### src/rtl/bounded_count_gen.sv
// Modulo-(MAX_COUNT+1) count/trigger generator with a start/stop handshake and arming window.
// Define BOUNDED_COUNT_ASSERT_EN to compile in the embedded self-checks.
module bounded_count_gen #(
   parameter int WIDTH      = 4,
   parameter int MAX_COUNT  = 9,
   parameter int ARM_CYCLES = 2
) (
   input  logic             clk,
   input  logic             reset,
   input  logic             start,
   input  logic             stop,
   input  logic             count_en,
   output logic [WIDTH-1:0] count,
   output logic             trigger,
   output logic             wrap,
   output logic             busy
);

   localparam int ARM_W = (ARM_CYCLES > 1) ? $clog2(ARM_CYCLES) : 1;

   localparam logic [WIDTH-1:0] MAX_C    = WIDTH'(MAX_COUNT);
   localparam logic [WIDTH-1:0] ONE      = WIDTH'(1);
   localparam logic [ARM_W-1:0] ARM_LOAD = ARM_W'(ARM_CYCLES - 1);
   localparam logic [ARM_W-1:0] ARM_ONE  = ARM_W'(1);

   typedef enum logic [1:0] {
      IDLE,
      ARM,
      RUN,
      DRAIN
   } state_t;

   state_t           state;
   logic [ARM_W-1:0] arm_cnt;
   logic             at_max;
   logic [WIDTH-1:0] count_next;

   // Wrap is decided by comparison, so the sum never needs a carry bit.
   always_comb begin
      at_max     = (count == MAX_C);
      count_next = at_max ? '0 : count + ONE;
   end

   always_ff @(posedge clk) begin
      if (reset) begin
         state   <= IDLE;
         count   <= '0;
         trigger <= 1'b0;
         wrap    <= 1'b0;
         busy    <= 1'b0;
         arm_cnt <= '0;
      end else begin
         wrap <= 1'b0;
         case (state)
            IDLE: begin
               count <= '0;
               if (start) begin
                  state   <= ARM;
                  arm_cnt <= ARM_LOAD;
                  busy    <= 1'b1;
               end
            end
            ARM: begin
               if (stop) begin
                  state <= DRAIN;
               end else if (arm_cnt == '0) begin
                  state   <= RUN;
                  trigger <= 1'b1;
               end else begin
                  arm_cnt <= arm_cnt - ARM_ONE;
               end
            end
            RUN: begin
               // A count_en coincident with stop still lands, wrap included.
               if (count_en) begin
                  count <= count_next;
                  wrap  <= at_max;
               end
               if (stop) begin
                  state   <= DRAIN;
                  trigger <= 1'b0;
               end
            end
            DRAIN: begin
               state <= IDLE;
               count <= '0;
               busy  <= 1'b0;
            end
            default: begin
               state   <= IDLE;
               count   <= '0;
               trigger <= 1'b0;
               busy    <= 1'b0;
            end
         endcase
      end
   end

`ifdef BOUNDED_COUNT_ASSERT_EN
   always @(posedge clk) begin
      if (trigger) begin
         assert (count <= MAX_C)
         else $error("count %0d above MAX_COUNT while triggered", count);
      end
   end

   wrap_zero_p : assert property (
      @(posedge clk) disable iff (reset) wrap |-> count == '0
   );

   trig_from_arm_p : assert property (
      @(posedge clk) $rose(trigger) |-> $past(state) == ARM
   );

   reset_clear_p : assert property (
      @(posedge clk) reset |=> (count == '0 && !trigger && !busy)
   );
`endif

endmodule
### config.mk
export PLATFORM = sky130hd
export DESIGN_NAME = bounded_count_gen
export DESIGN_NICKNAME = d
export VERILOG_FILES = /design/src/rtl/bounded_count_gen.sv
export SDC_FILE = /design/constraint.sdc
export NUM_CORES = 1
export LEC_CHECK = 0
export BUFFER_PORTS_ARGS = -buffer_cell sky130_fd_sc_hd__buf_2
export CAP_MARGIN = 20
export CORE_MARGIN = 2
export CORE_UTILIZATION = 47
export CTS_CLUSTER_SIZE = 25
export DETAILED_ROUTE_END_ITERATION = 16
export MAX_ROUTING_LAYER = met4
export PLACE_DENSITY_LB_ADDON = 0.3
export SLEW_MARGIN = 20
export SYNTH_ARGS = -nofsm -noshare
export SYNTH_HDL_FRONTEND = slang
export SYNTH_SLANG_ARGS = --single-unit
### constraint.sdc
create_clock -name clk -period 1.45 [get_ports clk]
set_input_delay 0.145 -clock clk [delete_from_list [all_inputs] [get_ports clk]]
set_output_delay 0.145 -clock clk [all_outputs]
set_load 0.01 [all_outputs]
==> metrics <==
crit-path max cell delay 0.34 ns; Syn Nets 84; first-pass GRT wire length 2050 um; Die Height 41.2 um; syn avg cell area 8.90 sq um; Final Util 61.8%; peak supply drop 1.24 mV; largest net degree at the start of global routing 12; dpl hpwl 991 um; Synth Area in XOR/XNOR 0%; fillcell total 121; critical path cell sequence inv_1 > buf_4 > ha_2 > and3b_1 > nor3_1 > a221oi_2; worst slack, placed -0.0247 ns; mux share of post-synthesis cell area 3.28%; initial DRC count 5; commonest non-fill, non-tap cell in the layout buf_2; P_int 883 uW; Placer Congestion 0.741; Max Cap Viol 0; Hold WC Path Type input pin to flop; DR DRC count 0; CTS tree built; Syn Inst Count 73; Die W 41.2 um; period utilization 98.6%; initial antenna violation count 0; Clock power frac 12.6%; WHS 0.216 ns; # diodes 0; switching share of power 40.2%; Max Clock Skew 0.00114 ns; setup tns final 0 ns; synth-to-layout area growth 23.9%; Synth Area in Adders 11.6%; post-synthesis register bit count 10; largest family of logic cells by synthesized area compound AO/OA/AOI/OAI gates; Yosys cell types 35; sequential fraction of design power 26.5%; worst skew pair latency 0.26 ns; Setup Crit Path Kind flop to flop; RSZ-0062 raised after global routing true; Leak 0.000314 uW; placed cell count 102; Slew Viols, Final 0; IO Count 12; met2 Resource Use GR 32.0%; Setup Fix Bufs, Post-CTS 0; slowest CP cell dfxtp_2; worst-margin pin slew 0.289 ns; simple-gate area share of the yosys netlist 24.9%; Starting Density 49.9%; iteration count of the initial detailed-routing pass 4; FP Rows 13; Num Clock Sinks 10; layout cells sized above 1 35.6%; total gr overflow 0; final hold violations 0; Fmax 699 MHz; Seq/Total Area, Yosys 30.8%; crit end category flop; GRT met1 Usage 22.1%; slew margin rel. 80.7%; status completed; Routed WL 1370 um; wire per inst 13.1 um; M3 GR Usage 4.89%; Core Area 1300 sq um; post-route insts no fill 105; worst setup margin 0.0200 ns; Power Dens Cells 1840 nW/um^2; CTS Root Cell clkbuf_4; DR vias 607; critical-path maximum fanout 5; Via density 5.78; Critical Path RT 1.59 ns; post-route ant nets 0; sw power 594 uW; via count of the first global-routing pass 498; Ys Warns 0; die footprint 1690 sq um; Final setup violation count 0; fin crit period 1.43 ns; Crit path arrival time 1.57 ns; gr usage total 20.0%; Num CTS Buffers 3; IO buf count 11; gr busiest metal met2; startpoint class of the critical path flop; reg2reg path depth 6; Comb power frac 60.8%; Max Root-Sink Buffers 2; most frequent cells in the layout 11 x buf_2, 9 x dfxtp_1, 6 x a21oi_1, 6 x buf_4, 5 x nand2b_1; H-tree Lvls 1; complex-gate fraction of the synthesized area 25.6%; hold depth 3; clock slew at reported path FFs 0.06 ns; Post-Syn Area 649 sq um; # nets final 103
[metrics by stage]
stage	instance area [sq um]	power, uW
floorplan	649	938
global placement	754	1170
detailed placement	754	1190
CTS	779	1390
global route	805	1590
finish	805	1480
[critical path, delay by kind of cell (launching register included)]
| family | cells | cell delay (ns) |
|---|---|---|
| flops | 1 | 0.34 |
| simple gates | 2 | 0.44 |
| buf+inv | 2 | 0.22 |
| compound gates | 1 | 0.10 |
| fa+ha+maj | 1 | 0.19 |
[final cells by class]
type	count	area, sq um	area share, %
Multi-Input combinational cell	57	450	56.0
Inverter	3	11.3	1.40
Sequential cell	10	201	25.0
Clock buffer	3	22.5	2.80
Tap cell	15	18.8	2.33
Timing Repair Buffer	17	100	12.4
[flip-flops by register name, indices dropped and copies added (netlist names)]
name     flops
state        2
trigger      1
arm_cnt      1
busy         1
wrap         1
count        4
[synth_stat cells]
master,count,share of area [%]
nand2_1,2,1.2
nor3_1,1,0.77
a31oi_1,1,0.96
mux2_2,1,1.7
a211oi_1,1,1.2
nor2b_1,4,3.9
inv_1,3,1.7
buf_2,2,1.5
and4_1,1,1.3
nand4_1,2,1.9
and2_1,1,0.96
or3_1,1,0.96
ha_1,6,12
nor4_1,1,0.96
or2_0,1,0.96
nand2b_1,5,4.8
o21ai_0,3,2.3
o21ai_1,2,1.5
o211ai_1,3,3.5
clkbuf_1,1,0.58
nand3b_1,1,1.2
mux2i_1,1,1.5
dfxtp_1,10,31
and3b_1,1,1.3
nand3_1,3,2.3
o22ai_2,1,1.9
a21oi_1,6,4.6
a21oi_2,1,1.3
o221ai_1,1,1.3
a21boi_1,1,1.2
a221oi_2,1,2.3
a311oi_2,1,2.3
nor3b_1,1,1.2
o31ai_1,1,1.2
and2_2,1,1.2
[metal layers]
layer	share of wire [%]	wire length, um	vias to the layer above
li1	-	-	305
met1	48	654	283
met2	47	640	14
met3	3.7	51	5
met4	2.0	28	0
met5	0	0	-
[path summary, 6_finish.rpt]
check	from	endpoint	slack, ns
worst max-delay path	state[1]$_SDFFE_PP0P_	state[0]$_SDFFE_PP0P_	0.02
worst min-delay path	count_en	wrap$_SDFF_PP0_	0.22
worst max register to register	state[1]$_SDFFE_PP0P_	state[0]$_SDFFE_PP0P_	0.02
worst min register to register	busy$_SDFFE_PP0P_	busy$_SDFFE_PP0P_	0.47
[repair_timing]
item | in CTS | in global routing
hold buffers | 0 | 0
gates resized for setup | 1 | 5
endpoints found under the setup margin | 3 | 4
[power by group through the flow]
| stage | clock (uW) | combinational, uW | sequential (uW) |
|---|---|---|---|
| global route | 204 | 989 | 400 |
| detailed placement | 0 | 795 | 392 |
| finish | 187 | 898 | 392 |
| floorplan | 0 | 527 | 411 |
| global placement | 0 | 777 | 390 |
| CTS | 192 | 814 | 387 |
[kinds of logic (layout without fill, tap and decap cells)]
kind of cell	Yosys count	in the layout
buf+inv	6	23
fa+ha+maj	6	6
flops	10	10
simple gates	26	26
compound gates	23	23
mux	2	2
Power figures use the tool's default switching activity.
